[src/rtl/pulse_conditioner_if.sv]
// rtl/pulse_conditioner_if.sv - channel, strobe and status bundle for the pulse conditioner
//
// Purpose: groups the per-channel raw inputs, the shared sample/clear strobes
// and the conditioned outputs so that the conditioner and the counter block
// can share one port declaration.
//
// Signals:
//   i_channels  [N] raw asynchronous channel inputs
//   i_sample_en     filter sample strobe (tie high to sample every cycle)
//   i_act_clr       one-cycle clear of all activity flags
//   o_level     [N] filtered channel levels
//   o_pulse     [N] one-cycle strobe on each filtered rising edge
//   o_activity  [N] sticky per-channel activity flags
//
// Modports:
//   master - the side that drives the inputs and observes the outputs
//   slave  - the conditioner itself
interface pulse_conditioner_if #(
    parameter int NUMBER_OF_CHANNELS = 16
);
    logic [NUMBER_OF_CHANNELS-1:0] i_channels;
    logic                          i_sample_en;
    logic                          i_act_clr;
    logic [NUMBER_OF_CHANNELS-1:0] o_level;
    logic [NUMBER_OF_CHANNELS-1:0] o_pulse;
    logic [NUMBER_OF_CHANNELS-1:0] o_activity;

    modport master (
        output i_channels,
        output i_sample_en,
        output i_act_clr,
        input  o_level,
        input  o_pulse,
        input  o_activity
    );

    modport slave (
        input  i_channels,
        input  i_sample_en,
        input  i_act_clr,
        output o_level,
        output o_pulse,
        output o_activity
    );
endinterface

[src/rtl/pulse_conditioner.sv]
// rtl/pulse_conditioner.sv - per-channel synchronizer, glitch filter, rising-edge strobe and activity flag
//
// Purpose: conditions raw field pulse inputs before they reach the channel
// counters. Each channel is synchronized with two flops, then filtered so
// that the level only changes after FILTER_LENGTH consecutive enabled samples
// disagree with it. A filtered 0->1 transition produces a single-cycle strobe
// and sets a sticky activity flag.
//
// Ports:
//   i_clk    - block clock
//   i_rst_n  - asynchronous active-low reset, clears every register
//   bus      - pulse_conditioner_if.slave carrying i_channels, i_sample_en,
//              i_act_clr, o_level, o_pulse, o_activity
//
// Parameters:
//   NUMBER_OF_CHANNELS - independent channel count
//   FILTER_LENGTH      - consecutive differing samples needed for a level change (1..255)
//   FILTER_CNT_WIDTH   - filter counter width, 2**FILTER_CNT_WIDTH > FILTER_LENGTH
module pulse_conditioner #(
    parameter int NUMBER_OF_CHANNELS = 16,
    parameter int FILTER_LENGTH      = 4,
    parameter int FILTER_CNT_WIDTH   = 8
) (
    input  logic                  i_clk,
    input  logic                  i_rst_n,
    pulse_conditioner_if.slave    bus
);

    localparam logic [FILTER_CNT_WIDTH-1:0] LP_CNT_LAST = FILTER_CNT_WIDTH'(FILTER_LENGTH - 1);

    logic [NUMBER_OF_CHANNELS-1:0] r_sync1;
    logic [NUMBER_OF_CHANNELS-1:0] r_sync2;
    logic [NUMBER_OF_CHANNELS-1:0] r_lvl;
    logic [FILTER_CNT_WIDTH-1:0]   r_cnt [NUMBER_OF_CHANNELS];
    logic [NUMBER_OF_CHANNELS-1:0] r_pulse;
    logic [NUMBER_OF_CHANNELS-1:0] r_act;

    logic [NUMBER_OF_CHANNELS-1:0] w_lvl_nxt;
    logic [FILTER_CNT_WIDTH-1:0]   w_cnt_nxt [NUMBER_OF_CHANNELS];

    // Two-flop synchronizer; runs every cycle independent of the sample strobe.
    always_ff @(posedge i_clk or negedge i_rst_n) begin
        if (!i_rst_n) begin
            r_sync1 <= '0;
            r_sync2 <= '0;
        end else begin
            r_sync1 <= bus.i_channels;
            r_sync2 <= r_sync1;
        end
    end

    // Filter next state. Any sample agreeing with the current level restarts
    // the count, so a change needs FILTER_LENGTH uninterrupted disagreements.
    // The counter stops at FILTER_LENGTH-1 because the level flips there.
    always_comb begin
        w_lvl_nxt = r_lvl;
        for (int i = 0; i < NUMBER_OF_CHANNELS; i++) begin
            w_cnt_nxt[i] = r_cnt[i];
        end
        if (bus.i_sample_en) begin
            for (int i = 0; i < NUMBER_OF_CHANNELS; i++) begin
                if (r_sync2[i] == r_lvl[i]) begin
                    w_cnt_nxt[i] = '0;
                end else if (r_cnt[i] == LP_CNT_LAST) begin
                    w_lvl_nxt[i] = r_sync2[i];
                    w_cnt_nxt[i] = '0;
                end else begin
                    w_cnt_nxt[i] = r_cnt[i] + 1'b1;
                end
            end
        end
    end

    // The strobe is registered on the same edge as the level, so it is high
    // for exactly the cycle in which o_level first reads 1.
    always_ff @(posedge i_clk or negedge i_rst_n) begin
        if (!i_rst_n) begin
            r_lvl   <= '0;
            r_pulse <= '0;
            for (int i = 0; i < NUMBER_OF_CHANNELS; i++) begin
                r_cnt[i] <= '0;
            end
        end else begin
            r_lvl   <= w_lvl_nxt;
            r_pulse <= w_lvl_nxt & ~r_lvl;
            for (int i = 0; i < NUMBER_OF_CHANNELS; i++) begin
                r_cnt[i] <= w_cnt_nxt[i];
            end
        end
    end

    // Set has priority over clear so a pulse coinciding with a clear is kept.
    always_ff @(posedge i_clk or negedge i_rst_n) begin
        if (!i_rst_n) begin
            r_act <= '0;
        end else begin
            r_act <= (r_act & {NUMBER_OF_CHANNELS{~bus.i_act_clr}}) | r_pulse;
        end
    end

    assign bus.o_level    = r_lvl;
    assign bus.o_pulse    = r_pulse;
    assign bus.o_activity = r_act;

endmodule
[src/flat_wrapper.sv]
// flat-port wrapper written by rule: the top's interface ports become plain ports
module pulse_conditioner_flat 
#(
    parameter int NUMBER_OF_CHANNELS = 16,
    parameter int FILTER_LENGTH      = 4,
    parameter int FILTER_CNT_WIDTH   = 8
)
  (i_clk, i_rst_n, bus_i_channels, bus_i_sample_en, bus_i_act_clr, bus_o_level, bus_o_pulse, bus_o_activity);
  pulse_conditioner_if #(.NUMBER_OF_CHANNELS(NUMBER_OF_CHANNELS)) bus_i ();
  input  logic i_clk;
  input  logic i_rst_n;
  input wire logic [$bits(bus_i.i_channels)-1:0] bus_i_channels;
  input wire logic [$bits(bus_i.i_sample_en)-1:0] bus_i_sample_en;
  input wire logic [$bits(bus_i.i_act_clr)-1:0] bus_i_act_clr;
  output wire logic [$bits(bus_i.o_level)-1:0] bus_o_level;
  output wire logic [$bits(bus_i.o_pulse)-1:0] bus_o_pulse;
  output wire logic [$bits(bus_i.o_activity)-1:0] bus_o_activity;
  assign bus_i.i_channels = bus_i_channels;
  assign bus_i.i_sample_en = bus_i_sample_en;
  assign bus_i.i_act_clr = bus_i_act_clr;
  assign bus_o_level = bus_i.o_level;
  assign bus_o_pulse = bus_i.o_pulse;
  assign bus_o_activity = bus_i.o_activity;
  pulse_conditioner #(.NUMBER_OF_CHANNELS(NUMBER_OF_CHANNELS), .FILTER_LENGTH(FILTER_LENGTH), .FILTER_CNT_WIDTH(FILTER_CNT_WIDTH)) u_core (.i_clk(i_clk), .i_rst_n(i_rst_n), .bus(bus_i));
endmodule
[config.mk]
export PLATFORM = sky130hd
export DESIGN_NAME = pulse_conditioner_flat
export DESIGN_NICKNAME = d
export VERILOG_FILES = /design/src/rtl/pulse_conditioner_if.sv /design/src/rtl/pulse_conditioner.sv /design/src/flat_wrapper.sv
export SDC_FILE = /design/constraint.sdc
export NUM_CORES = 1
export LEC_CHECK = 0
export BUFFER_PORTS_ARGS = -buffer_cell sky130_fd_sc_hd__buf_4
export CAP_MARGIN = 20
export CELL_PAD_IN_SITES_DETAIL_PLACEMENT = 0
export CELL_PAD_IN_SITES_GLOBAL_PLACEMENT = 1
export CORE_ASPECT_RATIO = 0.6
export CORE_MARGIN = 8
export CORE_UTILIZATION = 30
export CTS_BUF_LIST = sky130_fd_sc_hd__clkbuf_8 sky130_fd_sc_hd__clkbuf_16
export DETAILED_ROUTE_END_ITERATION = 16
export PLACE_DENSITY = 0.61
export SETUP_SLACK_MARGIN = 0.05
export SYNTH_ARGS = -nofsm -noshare
export SYNTH_HDL_FRONTEND = slang
export SYNTH_SLANG_ARGS = --single-unit
[constraint.sdc]
create_clock -name i_clk -period 2 [get_ports i_clk]
set_input_delay 0.2 -clock i_clk [delete_from_list [all_inputs] [get_ports i_clk]]
set_output_delay 0.2 -clock i_clk [all_outputs]
set_load 0.01 [all_outputs]
==> Word level (Yosys, flattened, before mapping) <==
Cells that the tools add are included.
{ "totals": {"reg_bits": 208, "word_cells": 139} }
{ "op_classes": {"n_addsub": 16, "eq_ne": 32, "n_mux": 65, "bitwise_logic": 5} }
{ "op_table": {"columns": ["op", "count"], "rows": [
  ["2-to-1 mux 8 bit", 32],
  ["adder 8 x 1 -> 8 bit (second input constant)", 16],
  ["== test 8 x 2 -> 1 bit (second input constant)", 16],
  ["AND 16 bit", 2],
  ["2-to-1 mux 1 bit", 32],
  ["== test 1 bit", 16],
  ["2-to-1 mux 16 bit", 1],
  ["NOT 16 bit", 1],
  ["bitwise OR 16 bit", 1],
  ["NOT 1 bit", 1]
]} }

==> Depth between registers and ports, before layout <==
Gate-level depths: netlist (run 1).
{ "depth": {"word_depth": 5, "ltp_mapped": 8, "depth_no_buf": 5} }

==> Worst setup path after synthesis (run 1) <==
No wires, ideal clock.
{ "synth_path": {"path_kind": "reg2reg", "start": "register u_core.r_cnt[123] (netlist name)", "end": "register u_core.r_lvl[0], in the netlist u_core.bus.o_level[0]", "setup_time_ps": 125, "t_arrival_ps": 1692, "required_time_ps": 1875, "setup_slack_ps": 183, "stages_incl_launch_ff": 4, "period_less_slack_ps": 1817, "cell_sequence": "dfrtp_1 or4_4 or4_4 mux2_4"} }
{ "synth_between": {"elab_chain_len": 4} }
{ "synth_rtl": {"columns": ["item", "line", "text"], "rows": [
  ["start, declared", "pulse_conditioner.sv:34", "logic [FILTER_CNT_WIDTH-1:0] r_cnt [NUMBER_OF_CHANNELS];"],
  ["start signal, assigned by index", "pulse_conditioner.sv:87", "r_cnt[i] <= w_cnt_nxt[i];"],
  ["== test 8 x 2 -> 1 bit", "pulse_conditioner.sv:64", "end else if (r_cnt[i] == LP_CNT_LAST) begin"],
  ["2-to-1 mux 1 bit", "pulse_conditioner.sv:64", null],
  ["2-to-1 mux 1 bit", "pulse_conditioner.sv:62", "if (r_sync2[i] == r_lvl[i]) begin"],
  ["2-to-1 mux 16 bit", "pulse_conditioner.sv:60", "if (bus.i_sample_en) begin"],
  ["net u_core.w_lvl_nxt[0]", "pulse_conditioner.sv:38", "logic [NUMBER_OF_CHANNELS-1:0] w_lvl_nxt;"],
  ["end signal, assigned", "pulse_conditioner.sv:84", "r_lvl <= w_lvl_nxt;"],
  ["end, declared", "pulse_conditioner.sv:33", "logic [NUMBER_OF_CHANNELS-1:0] r_lvl;"]
]} }
The timed path passes the listed nets, and every way through them passes these cells.
A chain may end at the register's enable or synchronous reset.

==> Final worst setup path (run 1) <==
{ "layout_path": {"start": "register u_core.r_cnt[48] (netlist name)", "end": "register u_core.r_lvl[9], in the netlist u_core.bus.o_level[9]"} }
Same word-level chain as after synthesis.

==> out/metrics.yaml, run 1 <==
grt:
  grt_pass1_wl_um: 34930
  grt-ovfl-total: 0
  antenna_found_initial: 0
  grt_pass1_vias: 6655
  grt_use_total: 0.1100
  grt_max_degree: 77
cts:
  cts_buffer_depth: 3
  cts_buffers: 23
  clock_tree.htree_level_count: 1
  cts_root_buf: "clkbuf_16"
  cts_tree: "yes"
  clk_pin_slew_ps: 60
  clk_latency_ps: 520
  cts_num_sinks: 208
die:
  io_pins: 68
  die-height_um: 153.2
  row_count: 50
  start_util: 0.3033
  core_mm2: 0.03103
  fp.dieArea_mm2: 0.03749
  die_w_um: 244.7
synthesis:
  synth.yosys.seq_area_share: 0.5530
  synth-edff-count: 0
  synth_cell_type_count: 58
  synth-xor-area-share: 0.06606
  syn_nets: 874
  syn_area_per_cell_um2: 11.25
  synth_simple_gate_area_frac: 0.1720
  synth_flop_cell: "dfrtp_1"
  synth_top_family_by_area: "simple AND/OR/NAND/NOR gates"
  synth_area_mm2: 0.009413
  ys_async_sr_fraction: 1.000
  synth.mux.area_fraction: 0.04254
  ys_ff_latch: 208
  synthCells: 837
  yosys-top-cells-area: "dfrtp_1 55%, xor2_1 4.1%, nor2_1 3.1%"
  yosysTopAreaCell: "dfrtp_1"
  ys_warn_count: 0
  netlist.area_leader.share: 0.5530
  synth-adder-area-share: 0.02260
  synth_compound_area_frac: 0.1228
timing:
  final-setup-viol-count: 0
  post-route-period-util: 0.9535
  layout_setup_ws_ps: 93.04
  layout_min_cycle_time_ps: 1907
  slew_headroom: 0.6389
  rsz0062_at_grt: "yes"
  report.final.hold_viol_count: 0
  worst_pin_slew_ps: 536.7
  setup_tns_ps: 0
  drv_slew: 0
  finClkSkew_ps: 21.50
  clock.fmax_ghz: 0.5244
placement:
  place_congestion: 0.7213
  portBuffers: 67
  dp_hpwl_um: 13460
  place_area_mm2: 0.01069
  dp_slack_ps: 51.74
setup_path:
  regToRegEndpoint: "u_core.bus.o_level[9]$_DFF_PN0_"
  critPathTopFamily: "simple AND/OR/NAND/NOR gates"
  cp.buffers_inverters: 0
  worst_setup_path_end_kind: "register"
  r2r_start: "u_core.r_cnt[48]$_DFFE_PN0P_"
  path_class: "reg2reg"
  slowest_delay_ps: 480
  critPathMaxFanout: 4
  rrSetupSlack_ps: 90
  crit_path_start_kind: "register"
  cp.arrival_ps: 2300
  required_ps: 2390
  critical-path-slowest-cell: "or4b_1"
  crit_path_cell_trace: "ha_2, or4b_1, or3_1, mux2_2"
  worstRegToRegCells: 4
cells_and_area:
  antenna_cells: 0
  finalNetCount: 1001
  fillCellCount: 3054
  final_layout_size_suffix_gt1_frac: 0.1961
  final_cell_area_mm2: 0.01166
  areaGrowthSynthToFinish_pct: 23.90
routing:
  route.detailed.drc: 0
  met3_wirelength_um: 911
  vias_per_cell: 4.833
  top_layer_used: "met4"
  wl_met2_um: 8153
  postRouteAntennaNets: 0
  drt-initial-drc-count: 519
  drt_first_pass_iters: 5
  drt-met1-wl_um: 10970
  wl_per_cell_um: 14.66
  drt_wl_total_um: 20450
  via_count: 6742
power_and_ir_drop:
  p_per_area_mw_per_mm2: 1138
  ir_drop_v: 0.0006889
  leakagePower_nw: 5.373
  power_mw: 13.28
min_path:
  hp-class: "in2reg"
  hold_end: "u_core.r_cnt[121]$_DFFE_PN0P_"
  whs_path_depth: 3
  min_from: "bus_i_sample_en"
run_status:
  status: "complete, no violations"
run:
  maxCapViolations: 0
-- flip-flops by register name (all words and copies together) (netlist names) --
signal	count
u_core.bus.o_activity	16
u_core.bus.o_level	16
u_core.bus.o_pulse	16
u_core.r_cnt	128
u_core.r_sync1	16
u_core.r_sync2	16
-- stage by stage --
step / hold WS, ps / cells / util
after floorplan: -95.59 / 837 / -
after global placement: 202.7 / 1333 / 0.3444
after detailed placement: 207.4 / 1333 / 0.3444
after CTS: 61.24 / 1390 / 0.3742
after global routing: 85.78 / 1395 / 0.3758
final: 80.63 / 1395 / 0.3758
-- cell usage after synthesis (all sizes together), types with 13 or more instances --
cell / instances
dfrtp: 208
nor2: 77
nand2: 51
xor2: 44
nand3: 37
nand4: 37
a21o: 29
o2bb2ai: 27
xnor2: 27
mux2: 23
inv: 21
o21ai: 21
nor4: 19
nor3b: 18
a21oi: 17
clkbuf: 17
ha: 17
and3: 16
a31oi: 14
mux2i: 13
-- repair_timing --
action | 4_1_cts | 5_1_grt
endpoints found under the setup margin | 1 | 21
pin swaps | 0 | 1
hold buffers | 17 | 0
hold endpoints to repair | 72 | 0
resized for setup | 1 | 4
setup buffers | 0 | 5
-- routing by layer --
metal,global-route usage,vias up
met5,0,-
met4,0.02461,0
met3,0.02785,27
met2,0.1545,106
met1,0.1661,3291
li1,-,3318
-- worst reg2reg max path: stages (launching register included) --
cell and delay, ps:
dfrtp_1 390, ha_2 210, or4b_1 480, or3_1 430, mux2_2 290
-- kinds of logic (layout without fill, tap and decap cells) --
| kind of cell | Yosys count | in the layout |
|---|---|---|
| simple gates | 305 | 305 |
| flops | 208 | 208 |
| compound gates | 152 | 152 |
| xor+xnor | 71 | 71 |
| buf+inv | 48 | 190 |
| mux | 36 | 36 |
| fa+ha+maj | 17 | 17 |
-- final cells by class --
cell class                      count  area, um^2  area share
Clock inverter                     11       88.84    0.007617
Tap cell                          416       520.5     0.04463
Clock buffer                       29       658.1     0.05643
Timing Repair Buffer              129        1081     0.09269
Multi-Input combinational cell    581        4030      0.3456
Inverter                           21       78.83    0.006759
Sequential cell                   208        5205      0.4463
-- power breakdown --
| group | switching, mW | total (mW) | internal [mW] |
|---|---|---|---|
| clock | 1.73 | 4.18 | 2.45 |
| sequential | 0.812 | 5.72 | 4.91 |
| combinational | 1.69 | 3.37 | 1.68 |
-- cells in the final DEF, fill, tap and decap left out, types with 16 or more instances in the layout --
master,count
nand2_1,51
inv_1,24
ha_1,16
nor4_1,18
nand3_1,37
nor2_1,77
a21oi_1,17
xor2_1,44
clkbuf_16,23
o2bb2ai_1,27
dfrtp_1,208
a21o_1,27
nor3b_1,17
nand4_1,37
dlygate4sd3_1,17
xnor2_1,27
mux2_2,20
o21ai_0,21
buf_4,106
-- worst max path at each step --
| stage | startpoint | to | slack, ps | cells past startpoint |
|---|---|---|---|---|
| floorplan | u_core.r_cnt[123]$_DFFE_PN0P_ | u_core.bus.o_level[0]$_DFF_PN0_ | 180 | 3 |
| global placement | u_core.r_cnt[105]$_DFFE_PN0P_ | u_core.r_cnt[109]$_DFFE_PN0P_ | 60 | 5 |
| detailed placement | u_core.r_cnt[105]$_DFFE_PN0P_ | u_core.r_cnt[109]$_DFFE_PN0P_ | 50 | 5 |
| CTS | u_core.r_cnt[120]$_DFFE_PN0P_ | u_core.r_cnt[127]$_DFFE_PN0P_ | 80 | 5 |
| global route | u_core.r_cnt[48]$_DFFE_PN0P_ | u_core.r_cnt[51]$_DFFE_PN0P_ | -10 | 5 |
| finish | u_core.r_cnt[48]$_DFFE_PN0P_ | u_core.bus.o_level[9]$_DFF_PN0_ | 90 | 4 |
Note: power is estimated with default switching activity, not from simulation.
==> inputs of run 2 (changes only) <==
PLACE_DENSITY = not set   (was 0.61)
PLACE_DENSITY_LB_ADDON = 0.3   (was not set)
==> run 2 against run 1 <==
Register-to-register slack better by 20 ps. Die area unchanged. Largest cell class unchanged. Maximum frequency up 0.99%. Combinational power barely moved. Wire length grew 0.60%. Via count fell by 1.3%.
==> out/metrics.yaml, run 2 (same netlist as run 1, synthesis figures left out) <==
run_status:
  status: "complete, no violations"
die:
  die_w_um: 244.7  # unchanged
  fp.dieArea_mm2: 0.03749  # unchanged
  row_count: 50  # unchanged
  die-height_um: 153.2  # unchanged
  io_pins: 68  # unchanged
  start_util: 0.3033  # unchanged
  core_mm2: 0.03103  # unchanged
setup_path:
  cp.arrival_ps: 2280  # -20 ps
  regToRegEndpoint: "u_core.bus.o_level[9]$_DFF_PN0_"
  rrSetupSlack_ps: 110  # +20 ps
  required_ps: 2390  # about the same
  worstRegToRegCells: 4  # unchanged
  critPathMaxFanout: 4  # unchanged
  crit_path_start_kind: "register"
  path_class: "reg2reg"
  worst_setup_path_end_kind: "register"
  r2r_start: "u_core.r_cnt[48]$_DFFE_PN0P_"
cells_and_area:
  areaGrowthSynthToFinish_pct: 24.62
  antenna_cells: 0  # unchanged
  final_layout_size_suffix_gt1_frac: 0.1914  # -0.004716
  finalNetCount: 997  # -0.40%
  final_common_cell: "dfrtp_1"
  largest_reg_flops: 128  # unchanged
  top_register: "u_core.r_cnt"
  final_cell_mix: "208 x dfrtp_1, 99 x buf_4, 77 x nor2_1"
timing:
  final-setup-viol-count: 0  # unchanged
  finClkSkew_ps: 11.43  # -10.07 ps
  report.final.hold_viol_count: 0  # unchanged
  layout_min_cycle_time_ps: 1888  # -18.69 ps
  clock.fmax_ghz: 0.5296  # +0.99%
  post-route-period-util: 0.9441  # -0.009344
  drv_slew: 0  # unchanged
  slew_headroom: 0.6611  # +0.02217
  rsz0062_at_grt: "no"
  worst_pin_slew_ps: 507.5  # -29.24 ps
  setup_tns_ps: 0  # unchanged
power_and_ir_drop:
  clock_power_share: 0.328  # +0.013
  p_per_area_mw_per_mm2: 1155  # +1.5%
  ir_drop_v: 0.0005405  # -22%
  seq_power_share: 0.425  # -0.006
  power_mw: 13.55  # +2.1%
  p_comb_frac: 0.247  # -0.007
  leakagePower_nw: 5.416  # +0.81%
  swShare: 0.3140  # -0.005130
  intPower_mw: 9.296  # +2.8%
  p_sw_mw: 4.255  # +0.42%
placement:
  dp_hpwl_um: 13500  # +0.30%
  place_congestion: 0.7528  # +4.4%
  portBuffers: 67  # unchanged
min_path:
  hp-class: "in2reg"
  min_from: "bus_i_sample_en"
  hold_end: "u_core.r_cnt[121]$_DFFE_PN0P_"
  whs_path_depth: 3  # unchanged
routing:
  wl_per_cell_um: 14.77  # +0.74%
  postRouteAntennaNets: 0  # unchanged
  drt_first_pass_iters: 4  # -1
  via_count: 6653  # -1.3%
  drt-initial-drc-count: 389  # -25%
  drt_wl_total_um: 20580  # +0.60%
  vias_per_cell: 4.776  # -1.2%
  route.detailed.drc: 0  # unchanged
cts:
  cts_buffer_depth: 3  # unchanged
  clk_pin_slew_ps: 60  # about the same
  clk_latency_ps: 510  # about the same
  clock_tree.htree_level_count: 1  # unchanged
  cts_root_buf: "clkbuf_16"
  cts_buffers: 24  # +4.3%
  cts_tree: "yes"
  cts_num_sinks: 208  # unchanged
grt:
  grt_pass1_wl_um: 35140  # +0.61%
  antenna_found_initial: 0  # unchanged
  grt_pass1_vias: 6573  # -1.2%
  grt_use_total: 0.1109  # +0.0008892
  grt-ovfl-total: 0  # unchanged
  grt_max_degree: 107  # +39%
run:
  maxCapViolations: 0  # unchanged
==> run 2: cell count changes in the layout (fill, tap and decap cells not counted), sizes merged <==
cell,change
clkinvlp,-4
buf,-5
inv,+3
clkbuf,+1
bufinv,+1
clkinv,+2
==> run 2: metrics by stage <==
step	hold WS (ps)	setup WS, ps	instance area [um^2]	utilization	std cells
after floorplan	-95.59	182.7	9413	-	837
after global placement	155.8	-18.74	10660	0.3436	1328
after detailed placement	150.1	9.583	10660	0.3436	1328
after CTS	101.2	77.36	11670	0.3762	1390
after global routing	106.5	37.96	11730	0.3780	1393
final	125.6	111.7	11730	0.3780	1393
==> run 2: power by group through the flow <==
stage	Sequential (mW)	Clock (mW)	Combinational (mW)
after global placement	5.79	0	3.19
after floorplan	5.69	0	2.04
final	5.76	4.44	3.35
after global routing	5.89	4.84	3.74
after CTS	5.74	4.64	3.33
after detailed placement	5.81	0	3.21
==> run 2: timing repair <==
action	in CTS	in global routing
hold buffers	17	0
pin swaps	1	2
hold endpoints to repair	137	0
buffers inserted	2	3
setup endpoints to repair	3	9
gates resized for setup	1	6
==> run 2: area by class of cell <==
| cell class | count | area (um^2) |
|---|---|---|
| inverter | 21 | 78.83 |
| fill | 3089 | 19300 |
| clock buffer | 30 | 694.4 |
| multi-input combinational | 581 | 4050 |
| clock inverter | 13 | 112.6 |
| timing repair buffer | 124 | 1069 |
| tap | 416 | 520.5 |
| sequential | 208 | 5205 |
==> run 2: how the worst max path moves through the flow <==
stage / startpoint / endpoint / slack [ps] / cells after the start
global route: u_core.r_cnt[48]$_DFFE_PN0P_ / u_core.bus.o_level[9]$_DFF_PN0_ / 40 / 4
finish: u_core.r_cnt[48]$_DFFE_PN0P_ / u_core.bus.o_level[9]$_DFF_PN0_ / 110 / 4
detailed placement: u_core.r_cnt[105]$_DFFE_PN0P_ / u_core.r_cnt[109]$_DFFE_PN0P_ / 10 / 5
CTS: u_core.r_cnt[48]$_DFFE_PN0P_ / u_core.bus.o_level[9]$_DFF_PN0_ / 80 / 4
global placement: u_core.r_cnt[105]$_DFFE_PN0P_ / u_core.r_cnt[109]$_DFFE_PN0P_ / -20 / 5
floorplan: u_core.r_cnt[123]$_DFFE_PN0P_ / u_core.bus.o_level[0]$_DFF_PN0_ / 180 / 3
==> run 2: routing by layer <==
layer | track usage | vias up | wire length (um)
li1 | - | 3307 | -
met1 | 0.1720 | 3247 | 11310
met2 | 0.1507 | 74 | 8106
met3 | 0.02889 | 25 | 837
met4 | 0.02235 | 0 | 323
met5 | 0 | - | 0
==> run 2: critical path: stages, from the launching register on <==
cell and delay, ps:
dfrtp_1 430, ha_4 180, or4b_1 480, or3_1 410
mux2_2 280
==> inputs of run 3 (changes only) <==
CELL_PAD_IN_SITES_DETAIL_PLACEMENT = not set   (was 0)
CELL_PAD_IN_SITES_GLOBAL_PLACEMENT = not set   (was 1)
==> run 3 against run 2 <==
Critical path depth did not move. Worst hold slack gained 54 ps. Final cell count down 0.93%. First-iteration DRC count increased by 1.0%. Sequential power hardly changed. Combinational power decreased by 4%. Power is 0.32% lower. Sequential cell count unchanged. Count of clock-buffer cells in the layout decreased by 5. Via count increased by 1.1%. Final area decreased by 0.81%. Highest routed layer unchanged.
==> out/metrics.yaml, run 3 (same netlist as run 1, synthesis figures left out) <==
run_status:
  status: "complete, no violations"
cts:
  clk_pin_slew_ps: 60  # about the same
  clock_tree.htree_level_count: 1  # unchanged
  cts_tree: "yes"
  cts_root_buf: "clkbuf_16"
  clk_latency_ps: 520  # about the same
  cts_buffer_depth: 3  # unchanged
  cts_num_sinks: 208  # unchanged
  cts_buffers: 23  # -4.2%
setup_path:
  critPathTopFamily: "simple AND/OR/NAND/NOR gates"
  path_class: "reg2reg"
  r2r_start: "u_core.r_cnt[48]$_DFFE_PN0P_"
  cp.buffers_inverters: 0  # unchanged
  slowest_delay_ps: 510  # +30 ps
  critical-path-slowest-cell: "or4b_1"
  required_ps: 2390  # about the same
  critPathMaxFanout: 4  # unchanged
  worst_setup_path_end_kind: "register"
  cp.arrival_ps: 2310  # +30 ps
  crit_path_start_kind: "register"
  startpoint: "u_core.r_cnt[48]$_DFFE_PN0P_"
  crit_path_cell_trace: "ha_1, or4b_1, or3_1, mux2_2"
cells_and_area:
  final_cell_mix: "206 x dfrtp_1, 88 x buf_4, 77 x nor2_1"
  antenna_cells: 0  # unchanged
  fin_cells: 1380  # -0.93%
  final_common_cell: "dfrtp_1"
  final_layout_size_suffix_gt1_frac: 0.1867  # -0.004680
  areaGrowthSynthToFinish_pct: 23.61
  fillCellCount: 3061  # -0.91%
  final_cell_area_mm2: 0.01163  # -0.81%
  top_register: "u_core.r_cnt"
  largest_reg_flops: 128  # unchanged
  finalNetCount: 985  # -1.2%
timing:
  finClkSkew_ps: 23.46  # +12.03 ps
  slew_headroom: 0.6163  # -0.04481
  layout_min_cycle_time_ps: 1922  # +34.05 ps
  worst_pin_slew_ps: 570.3  # +62.88 ps
  post-route-period-util: 0.9612  # +0.01703
  drv_slew: 0  # unchanged
  setup_tns_ps: 0  # unchanged
  clock.fmax_ghz: 0.5202  # -1.8%
  rsz0062_at_grt: "yes"
  final-setup-viol-count: 0  # unchanged
  report.final.hold_viol_count: 0  # unchanged
placement:
  portBuffers: 67  # unchanged
  place_congestion: 0.7842  # +4.2%
  dp_hpwl_um: 12600  # -6.7%
  dp_cells: 1317  # -0.83%
  place_area_mm2: 0.01058  # -0.77%
routing:
  vias_per_cell: 4.876  # +2.1%
  drt_first_pass_iters: 5  # +1
  wl_per_cell_um: 14.31  # -3.1%
  route.detailed.drc: 0  # unchanged
  via_count: 6729  # +1.1%
  postRouteAntennaNets: 0  # unchanged
  drt-initial-drc-count: 393  # +1.0%
  drt_wl_total_um: 19750  # -4.0%
die:
  row_count: 50  # unchanged
  core_mm2: 0.03103  # unchanged
  fp.dieArea_mm2: 0.03749  # unchanged
  die-height_um: 153.2  # unchanged
  die_w_um: 244.7  # unchanged
  start_util: 0.3033  # unchanged
  io_pins: 68  # unchanged
grt:
  grt-ovfl-total: 0  # unchanged
  antenna_found_initial: 1  # +1
  grt_pass1_wl_um: 33610  # -4.4%
  grt_pass1_vias: 6474  # -1.5%
  grt_use_total: 0.1045  # -0.006445
  grt_max_degree: 102  # -4.7%
run:
  maxCapViolations: 0  # unchanged
min_path:
  hp-class: "in2async"
power_and_ir_drop:
  ir_drop_v: 0.0004833  # -11%
  leakagePower_nw: 5.343  # -1.3%
  p_per_area_mw_per_mm2: 1161  # +0.50%
## run 3: changes by cell type in the layout (fill, tap and decap cells not counted), moves of 2 or more
| cell | before | now |
|---|---|---|
| buf_4 | 99 | 88 |
| bufinv_16 | 2 | 5 |
| clkbuf_16 | 25 | 23 |
| clkbuf_8 | 5 | 2 |
| clkinv_2 | 3 | 7 |
| dfrtp_1 | 208 | 206 |
| dfrtp_2 | 0 | 2 |
| ha_1 | 15 | 17 |
| ha_4 | 2 | 0 |
| inv_1 | 27 | 22 |
## run 3: final cells by class
cell class                 instances  area, um^2  area share
inverter                          21       78.83    0.006775
tap                              416       520.5     0.04474
timing repair buffer             113       977.2     0.08399
sequential                       208        5207      0.4476
clock buffer                      25       603.1     0.05183
multi-input combinational        581        4039      0.3471
clock inverter                    16       209.0     0.01796
## run 3: repair_timing
| item | CTS | global route |
|---|---|---|
| endpoints found under the hold margin | 130 | 0 |
| resized for setup | 1 | 8 |
| gates cloned | 0 | 0 |
| hold buffers | 17 | 0 |
| setup buffers | 0 | 5 |
| pin swaps | 0 | 2 |
| endpoints found under the setup margin | 2 | 25 |
## run 3: worst paths after layout
check,slack [ps],cells past startpoint,endpoint
setup / recovery,80,4,u_core.bus.o_level[9]$_DFF_PN0_
hold / removal,180,2,u_core.r_cnt[58]$_DFFE_PN0P_
setup reg to reg,80,4,u_core.bus.o_level[9]$_DFF_PN0_
hold reg to reg,330,0,u_core.r_sync2[13]$_DFF_PN0_
max in group asynchronous,1130,3,u_core.r_sync1[12]$_DFF_PN0_
min in group i_clk,180,4,u_core.r_cnt[121]$_DFFE_PN0P_
## run 3: per-stage QoR
| stage | util | power [mW] | hold slack [ps] | worst slack, ps |
|---|---|---|---|---|
| after detailed placement | 0.3410 | 8.902 | 148.9 | 59.10 |
| after global routing | 0.3750 | 14.38 | 168.8 | 18.35 |
| after global placement | 0.3410 | 8.854 | 151.0 | 56.82 |
| after CTS | 0.3728 | 13.63 | 147.7 | 74.56 |
| final | 0.3750 | 13.51 | 179.3 | 77.67 |
| after floorplan | - | 7.722 | -95.59 | 182.7 |
## run 3: power breakdown
part	total, mW	internal (mW)	leakage, nW	switching [mW]
clock network	4.54	2.82	0.411	1.73
logic	3.21	1.61	2.17	1.60
registers	5.75	4.91	2.76	0.840
total	13.5	9.34	5.34	4.17
## run 3: routing by layer
metal | part of all wire | track usage | up-vias
li1 | - | - | 3296
met1 | 0.53 | 0.1567 | 3292
met2 | 0.40 | 0.1475 | 112
met3 | 0.047 | 0.02628 | 29
met4 | 0.021 | 0.02461 | 0
met5 | 0 | 0 | -
